## src/rtl/rvv_backend_retire_wb_pkg.sv

```systemverilog
// Shared retire types and sizing constants. Optional feature macro: RT_MERGE_EN
// (merge same-index VRF writes instead of stalling the younger uop).
`ifndef RVV_BACKEND_DEFINES
`define RVV_BACKEND_DEFINES
`define NUM_RT_UOP 4
`define VLEN 128
`define VLENB 16
`define REGFILE_INDEX_WIDTH 5
`endif

package rvv_backend_retire_wb_pkg;

  typedef struct packed {
    logic                            w_valid;
    logic [`REGFILE_INDEX_WIDTH-1:0] w_index;
    logic [`VLEN-1:0]                w_data;
    logic [`VLENB-1:0]               w_strobe;
  } ROB2RT_t;

  typedef struct packed {
    logic [`REGFILE_INDEX_WIDTH-1:0] rt_index;
    logic [`VLEN-1:0]                rt_data;
    logic [`VLENB-1:0]               rt_strobe;
  } RT2VRF_t;

  // Expand a byte strobe to a bit mask over the vector register.
  function automatic logic [`VLEN-1:0] byte_mask(input logic [`VLENB-1:0] s);
    logic [`VLEN-1:0] m;
    m = '0;
    for (int b = 0; b < `VLENB; b++) m[b*8 +: 8] = {8{s[b]}};
    return m;
  endfunction

endpackage

```

## src/rtl/rvv_backend_retire_wb_if.sv

```systemverilog
// ROB -> retire handshake bundle; ROB side is master, retire stage is slave.
interface rvv_backend_retire_wb_if;
  import rvv_backend_retire_wb_pkg::*;

  logic    [`NUM_RT_UOP-1:0] rob2rt_valid;
  ROB2RT_t [`NUM_RT_UOP-1:0] rob2rt_data;
  logic    [`NUM_RT_UOP-1:0] rt2rob_ready;

  modport master (output rob2rt_valid, rob2rt_data, input rt2rob_ready);
  modport slave  (input rob2rt_valid, rob2rt_data, output rt2rob_ready);
endinterface

```

## src/rtl/rvv_backend_retire_merge.sv

```systemverilog
// Same-index handling across retire slots: merge (RT_MERGE_EN) or stall the
// first conflicting slot and everything younger.
module rvv_backend_retire_merge
  import rvv_backend_retire_wb_pkg::*;
(
  input  logic    [`NUM_RT_UOP-1:0] pfx,
  input  ROB2RT_t [`NUM_RT_UOP-1:0] uop,
  output logic    [`NUM_RT_UOP-1:0] blk,
  output logic    [`NUM_RT_UOP-1:0] out_vld,
  output RT2VRF_t [`NUM_RT_UOP-1:0] out_data
);
  logic [`NUM_RT_UOP-1:0] wr;
  logic [`NUM_RT_UOP-1:0] acc;

  // An all-zero strobe retires like a non-writing uop.
  always_comb begin
    for (int i = 0; i < `NUM_RT_UOP; i++) wr[i] = uop[i].w_valid & (|uop[i].w_strobe);
  end

`ifdef RT_MERGE_EN
  assign blk = '0;
  assign acc = pfx;

  // Only the youngest same-index writer emits; it folds older bytes in order.
  always_comb begin
    out_vld  = '0;
    out_data = '0;
    for (int j = 0; j < `NUM_RT_UOP; j++) begin
      out_data[j].rt_index = uop[j].w_index;
      out_vld[j] = acc[j] & wr[j];
      for (int k = j + 1; k < `NUM_RT_UOP; k++)
        if (acc[k] && wr[k] && uop[k].w_index == uop[j].w_index) out_vld[j] = 1'b0;
      for (int i = 0; i <= j; i++)
        if (acc[i] && wr[i] && uop[i].w_index == uop[j].w_index) begin
          out_data[j].rt_data = (out_data[j].rt_data & ~byte_mask(uop[i].w_strobe))
                              | (uop[i].w_data & byte_mask(uop[i].w_strobe));
          out_data[j].rt_strobe = out_data[j].rt_strobe | uop[i].w_strobe;
        end
    end
  end
`else
  logic stall;

  // Using pfx for older slots is safe: before the first conflict none are blocked.
  always_comb begin
    blk   = '0;
    stall = 1'b0;
    for (int j = 0; j < `NUM_RT_UOP; j++) begin
      for (int i = 0; i < j; i++)
        if (pfx[i] && wr[i] && wr[j] && uop[i].w_index == uop[j].w_index) stall = 1'b1;
      blk[j] = stall;
    end
  end

  assign acc = pfx & ~blk;

  always_comb begin
    out_vld  = '0;
    out_data = '0;
    for (int j = 0; j < `NUM_RT_UOP; j++) begin
      out_vld[j]            = acc[j] & wr[j];
      out_data[j].rt_index  = uop[j].w_index;
      out_data[j].rt_data   = uop[j].w_data & byte_mask(uop[j].w_strobe);
      out_data[j].rt_strobe = uop[j].w_strobe;
    end
  end
`endif

endmodule

```

## src/rtl/rvv_backend_retire_wb.sv

```systemverilog
// Retire write-back: in-order ready prefix, registered VRF write slots and a
// retired-uop counter. Optional feature macro: RT_MERGE_EN.
module rvv_backend_retire_wb
  import rvv_backend_retire_wb_pkg::*;
(
  input  logic                         clk,
  input  logic                         rst_n,
  rvv_backend_retire_wb_if.slave       rob2rt,
  output logic    [`NUM_RT_UOP-1:0]    rt2vrf_wr_valid,
  output RT2VRF_t [`NUM_RT_UOP-1:0]    rt2vrf_wr_data,
  output logic    [31:0]               rt_uop_cnt
);
  logic    [`NUM_RT_UOP-1:0] pfx;
  logic    [`NUM_RT_UOP-1:0] blk;
  logic    [`NUM_RT_UOP-1:0] out_vld;
  RT2VRF_t [`NUM_RT_UOP-1:0] out_data;
  logic    [`NUM_RT_UOP-1:0] ready;
  logic                      run;

  always_comb begin
    run = 1'b1;
    for (int i = 0; i < `NUM_RT_UOP; i++) begin
      run    = run & rob2rt.rob2rt_valid[i];
      pfx[i] = run;
    end
  end

  rvv_backend_retire_merge u_merge (
    .pfx      (pfx),
    .uop      (rob2rt.rob2rt_data),
    .blk      (blk),
    .out_vld  (out_vld),
    .out_data (out_data)
  );

  assign ready               = rst_n ? (pfx & ~blk) : '0;
  assign rob2rt.rt2rob_ready = ready;

  always_ff @(posedge clk) begin
    if (!rst_n) begin
      rt2vrf_wr_valid <= '0;
      rt2vrf_wr_data  <= '0;
      rt_uop_cnt      <= '0;
    end else begin
      rt2vrf_wr_valid <= out_vld;
      for (int i = 0; i < `NUM_RT_UOP; i++)
        if (out_vld[i]) rt2vrf_wr_data[i] <= out_data[i];
      rt_uop_cnt <= rt_uop_cnt + 32'($countones(ready));
    end
  end

endmodule

```

## src/flat_wrapper.sv

```systemverilog
// flat-port wrapper written by rule: the top's interface ports become plain ports
module rvv_backend_retire_wb_flat import rvv_backend_retire_wb_pkg::*;
  (clk, rst_n, rt2vrf_wr_valid, rt2vrf_wr_data, rt_uop_cnt, rob2rt_rob2rt_valid, rob2rt_rob2rt_data, rob2rt_rt2rob_ready);
  rvv_backend_retire_wb_if rob2rt_i ();
  input  logic clk;
  input  logic rst_n;
  output logic    [`NUM_RT_UOP-1:0] rt2vrf_wr_valid;
  output RT2VRF_t [`NUM_RT_UOP-1:0] rt2vrf_wr_data;
  output logic    [31:0] rt_uop_cnt;
  input wire logic [$bits(rob2rt_i.rob2rt_valid)-1:0] rob2rt_rob2rt_valid;
  input wire logic [$bits(rob2rt_i.rob2rt_data)-1:0] rob2rt_rob2rt_data;
  output wire logic [$bits(rob2rt_i.rt2rob_ready)-1:0] rob2rt_rt2rob_ready;
  assign rob2rt_i.rob2rt_valid = rob2rt_rob2rt_valid;
  assign rob2rt_i.rob2rt_data = rob2rt_rob2rt_data;
  assign rob2rt_rt2rob_ready = rob2rt_i.rt2rob_ready;
  rvv_backend_retire_wb u_core (.clk(clk), .rst_n(rst_n), .rob2rt(rob2rt_i), .rt2vrf_wr_valid(rt2vrf_wr_valid), .rt2vrf_wr_data(rt2vrf_wr_data), .rt_uop_cnt(rt_uop_cnt));
endmodule
```

## config.mk

```make
export PLATFORM = sky130hd
export DESIGN_NAME = rvv_backend_retire_wb_flat
export DESIGN_NICKNAME = d
export VERILOG_FILES = /design/src/rtl/rvv_backend_retire_wb_pkg.sv /design/src/rtl/rvv_backend_retire_wb_if.sv /design/src/rtl/rvv_backend_retire_merge.sv /design/src/rtl/rvv_backend_retire_wb.sv /design/src/flat_wrapper.sv
export SDC_FILE = /design/constraint.sdc
export NUM_CORES = 1
export LEC_CHECK = 0
export BUFFER_PORTS_ARGS = -buffer_cell sky130_fd_sc_hd__buf_4
export CORE_AREA = 4 4 485 487
export CTS_CLUSTER_DIAMETER = 60
export CTS_CLUSTER_SIZE = 20
export DETAILED_ROUTE_END_ITERATION = 12
export DIE_AREA = 0 0 489 491
export GPL_TIMING_DRIVEN = 0
export PLACE_DENSITY = 0.3
export SYNTH_ARGS = -nofsm -noshare
export SYNTH_HDL_FRONTEND = slang
export SYNTH_HIERARCHICAL = 1
export SYNTH_SLANG_ARGS = --single-unit
```

## constraint.sdc

```tcl
create_clock -name clk -period 3.75 [get_ports clk]
set_clock_uncertainty 0.15 [all_clocks]
set_input_delay 0.375 -clock clk [delete_from_list [all_inputs] [get_ports clk]]
set_output_delay 0.375 -clock clk [all_outputs]
set_load 0.05 [all_outputs]
```

==> qor.yml <==
pwr:
  total_power_uw: 20670
  comb_power_share_pct: 16.4
  p_per_area_mw_per_mm2: 377.2
  vdd_ir_drop_max_v: 0.0003222
  internal_power_uw: 14890
  p_sw_share_pct: 27.97
  clkPwrFrac_pct: 50.1
  p_seq_share_pct: 33.5
  p_leak_uw: 0.02344
  p_switching_uw: 5782
timing:
  min_period_ns: 3.809
  setup_ws_ns: -0.05930
  timing.fmax_ghz: 0.2625
  setup_violations: 3
  post-route-period-util_pct: 101.6
  grt_setup_unrepaired: "yes"
  tns_ns: -0.1476
  maxSlewViolCount: 0
  final-hold-violation-count: 0
  relSlewSlack_pct: 19.30
  tightest_slew_ns: 1.211
detailed_routing:
  wl_met3_mm: 17.74
  drc: 0
  met2_length_mm: 83.51
  ant_nets: 0
  routed-via-count: 28800
  top_layer: "met5"
  drt_wl_total_mm: 180.8
  first_pass_iters: 5
  routed_via_density: 3.446
  drt-met1-wl_mm: 73.54
  drt-initial-drc-count: 1146
  wl_per_cell_um: 21.64
worst_setup_path:
  cp_common_cell: "fa_2"
  crit_arrival_ns: 4.29
  reg2regPathDepth: 10
  r2r_setup_slack_ns: 0.69
  setup.worst_path.end_class: "flip-flop"
  regToRegEndpoint: "u_core/rt_uop_cnt[24]"
  slowest_delay_ns: 0.59
  cp_max_fo: 5
  critPathKind: "input port to flip-flop"
  r2r_start: "u_core/rt_uop_cnt[0]"
  cp-start-kind: "input port"
  crit_required_ns: 4.23
  crit_chain: "dlygate4sd3_1 -> buf_6 -> xor2_1 -> nor3_1 -> nand4_1 -> a21boi_2 -> or2_1 -> or2_4 -> fa_1 -> fa_2 -> inv_2 -> fa_2 -> nand4_4 -> or3_4 -> buf_8 -> or3_1 -> a21oi_1"
  crit_slowest_cell: "dlygate4sd3_1"
job:
  max_cap_violations: 0
yosys:
  async_reset_ff_share_pct: 0
  synth_edf_count: 0
  synth_nets: 3411
  synthesis.area_mm2: 0.02697
  syn_inst: 2801
  ys_ff_latch: 632
  ys_types: 50
  synth.avg_cell_area_um2: 9.629
  ys_seq_area_share_pct: 46.91
  ys_warn_count: 6
  synthFlopType: "dfxtp_1"
global_route:
  grt_pass1_wl_mm: 245.5
  track_usage_pct: 14.45
  antenna_found_initial: 33
  grt_pass1_vias: 30770
  grt-ovfl-total: 0
  grt_max_degree: 15
clock_network:
  numCtsBuffers: 102
  cts_tree: "yes"
  clock-sinks: 632
  htreeDepth: 3
  insertion_delay_ns: 0.72
  clock_path_buffers: 3
  path_clk_slew_ns: 0.06
  clock-root-buffer: "clkbuf_16"
floorplanning:
  core_area_mm2: 0.2314
  die_height_um: 491
  start_util_pct: 11.65
  ios: 1242
  die_w_um: 489
  num_rows: 177
  die_area_mm2: 0.2401
final_layout:
  area_growth_pct: 103.2
  design_area_mm2: 0.05480
  drive_above_1_share_pct: 30.61
  nets: 5817
  final_cell_mix: "1,326 x buf_4, 1,044 x dlygate4sd3_1, 632 x dfxtp_1"
  utilization_pct: 23.68
  layout_commonest_cell: "buf_4"
placement:
  dpl.hpwl_mm: 141.4
  placed_area_mm2: 0.04019
  port_buffers: 1241
  gp_congestion: 0.8063
worst_hold_path:
  min-delay-path-class: "input port to flip-flop"
  min_from: "rob2rt_rob2rt_data[417]"
  min_path_cells: 4
  holdPathEnd: "u_core/rt2vrf_wr_data[415]"
status:
  violations: "negative setup slack"
  status: "finished, violations left"
registers in the layout, indices dropped and copies added, names as in the netlist:
register,count
u_core/rt2vrf_wr_valid,4
u_core/rt_uop_cnt,32
u_core/rt2vrf_wr_data,596
kinds of logic after synthesis:
logic type,after synthesis,synth area share (%)
flops,632,46.91
compound gates,43,1.192
mux,600,22.27
other cells,1,0.01390
buf+inv,245,4.797
fa+ha+maj,4,0.2691
simple gates,1235,23.21
xor+xnor,41,1.331
synthesized netlist by cell type (all sizes together), types with 3 or more instances:
cell     instances  area share, %
nand2           18           0.26
a41oi            4           0.16
nand4           12           0.32
xor2            21           0.68
fa               3           0.22
mux2i          600             22
or2              3          0.070
o2111ai          3          0.097
o311ai           7           0.23
nand2b           9           0.21
nor4            20           0.74
xnor2           20           0.65
clkbuf          87            1.2
a21oi            8           0.15
buf            142            3.4
and2           520             12
and3             4          0.093
or3              6           0.14
nand3           11           0.20
o41ai            7           0.23
dfxtp          632             47
o21ai            8           0.15
nor2           612            8.5
nor3             9           0.17
inv             15           0.21
and4             5           0.17
metal layers:
metal	vias up	GRT usage (%)
li1	14020	-
met1	13530	16.88
met2	1058	23.85
met3	189	5.626
met4	2	5.246
met5	-	0
worst max-delay path: cells and delay by family:
| family | cells | cell delay [ns] |
|---|---|---|
| buf+inv | 4 | 0.97 |
| compound gates | 2 | 0.21 |
| fa+ha+maj | 3 | 1.12 |
| xor+xnor | 1 | 0.16 |
| simple gates | 7 | 1.45 |
stage by stage:
stage | cells | hold WS, ns | setup slack, ns
after CTS | 8330 | 0.0001203 | -0.07127
after global routing | 8350 | 0.05961 | -0.1028
after detailed placement | 7085 | 0.3327 | -2.032
final | 8355 | 0.06591 | -0.05930
after floorplan | 2801 | 0.4537 | -0.06558
after global placement | 7085 | 0.3235 | -2.056
area by class of cell:
class / instances / area [µm²]
sequential: 632 / 12650
multi-input combinational: 1924 / 13360
fill: 25530 / 176600
inverter: 16 / 60.06
clock inverter: 65 / 859.6
timing repair buffer: 2302 / 19980
tap: 3043 / 3807
buffer: 229 / 1256
antenna: 20 / 50.05
clock buffer: 124 / 2779
worst max-delay path by stage:
stage / start / endpoint / slack (ns)
2_1_floorplan: rob2rt_rob2rt_data[0] / u_core/rt_uop_cnt[30] / -0.07
3_3_place_gp: rob2rt_rob2rt_valid[0] / u_core/rt_uop_cnt[27] / -2.06
3_5_place_dp: rob2rt_rob2rt_valid[0] / u_core/rt_uop_cnt[27] / -2.03
4_1_cts: rob2rt_rob2rt_data[1] / u_core/rt_uop_cnt[20] / -0.07
5_1_grt: rob2rt_rob2rt_data[1] / u_core/rt_uop_cnt[24] / -0.10
6_report: rob2rt_rob2rt_data[445] / u_core/rt_uop_cnt[24] / -0.06
power by group through the flow:
stage               Sequential (µW)  Clock (µW)  Combinational (µW)
floorplan                      7500           0                 740
global placement               7070           0                2490
detailed placement             7070           0                2500
CTS                            6930       10800                3450
global route                   6940       11000                3630
finish                         6930       10400                3390
timing repair:
action	4_1_cts	5_1_grt
pin swaps	10	8
setup buffers	11	4
hold buffers	1044	0
gates resized for setup	45	17
cloned	1	1
endpoints found under the hold margin	588	0
endpoints found under the setup margin	394	120
Note: power is estimated with default switching activity, not from simulation.
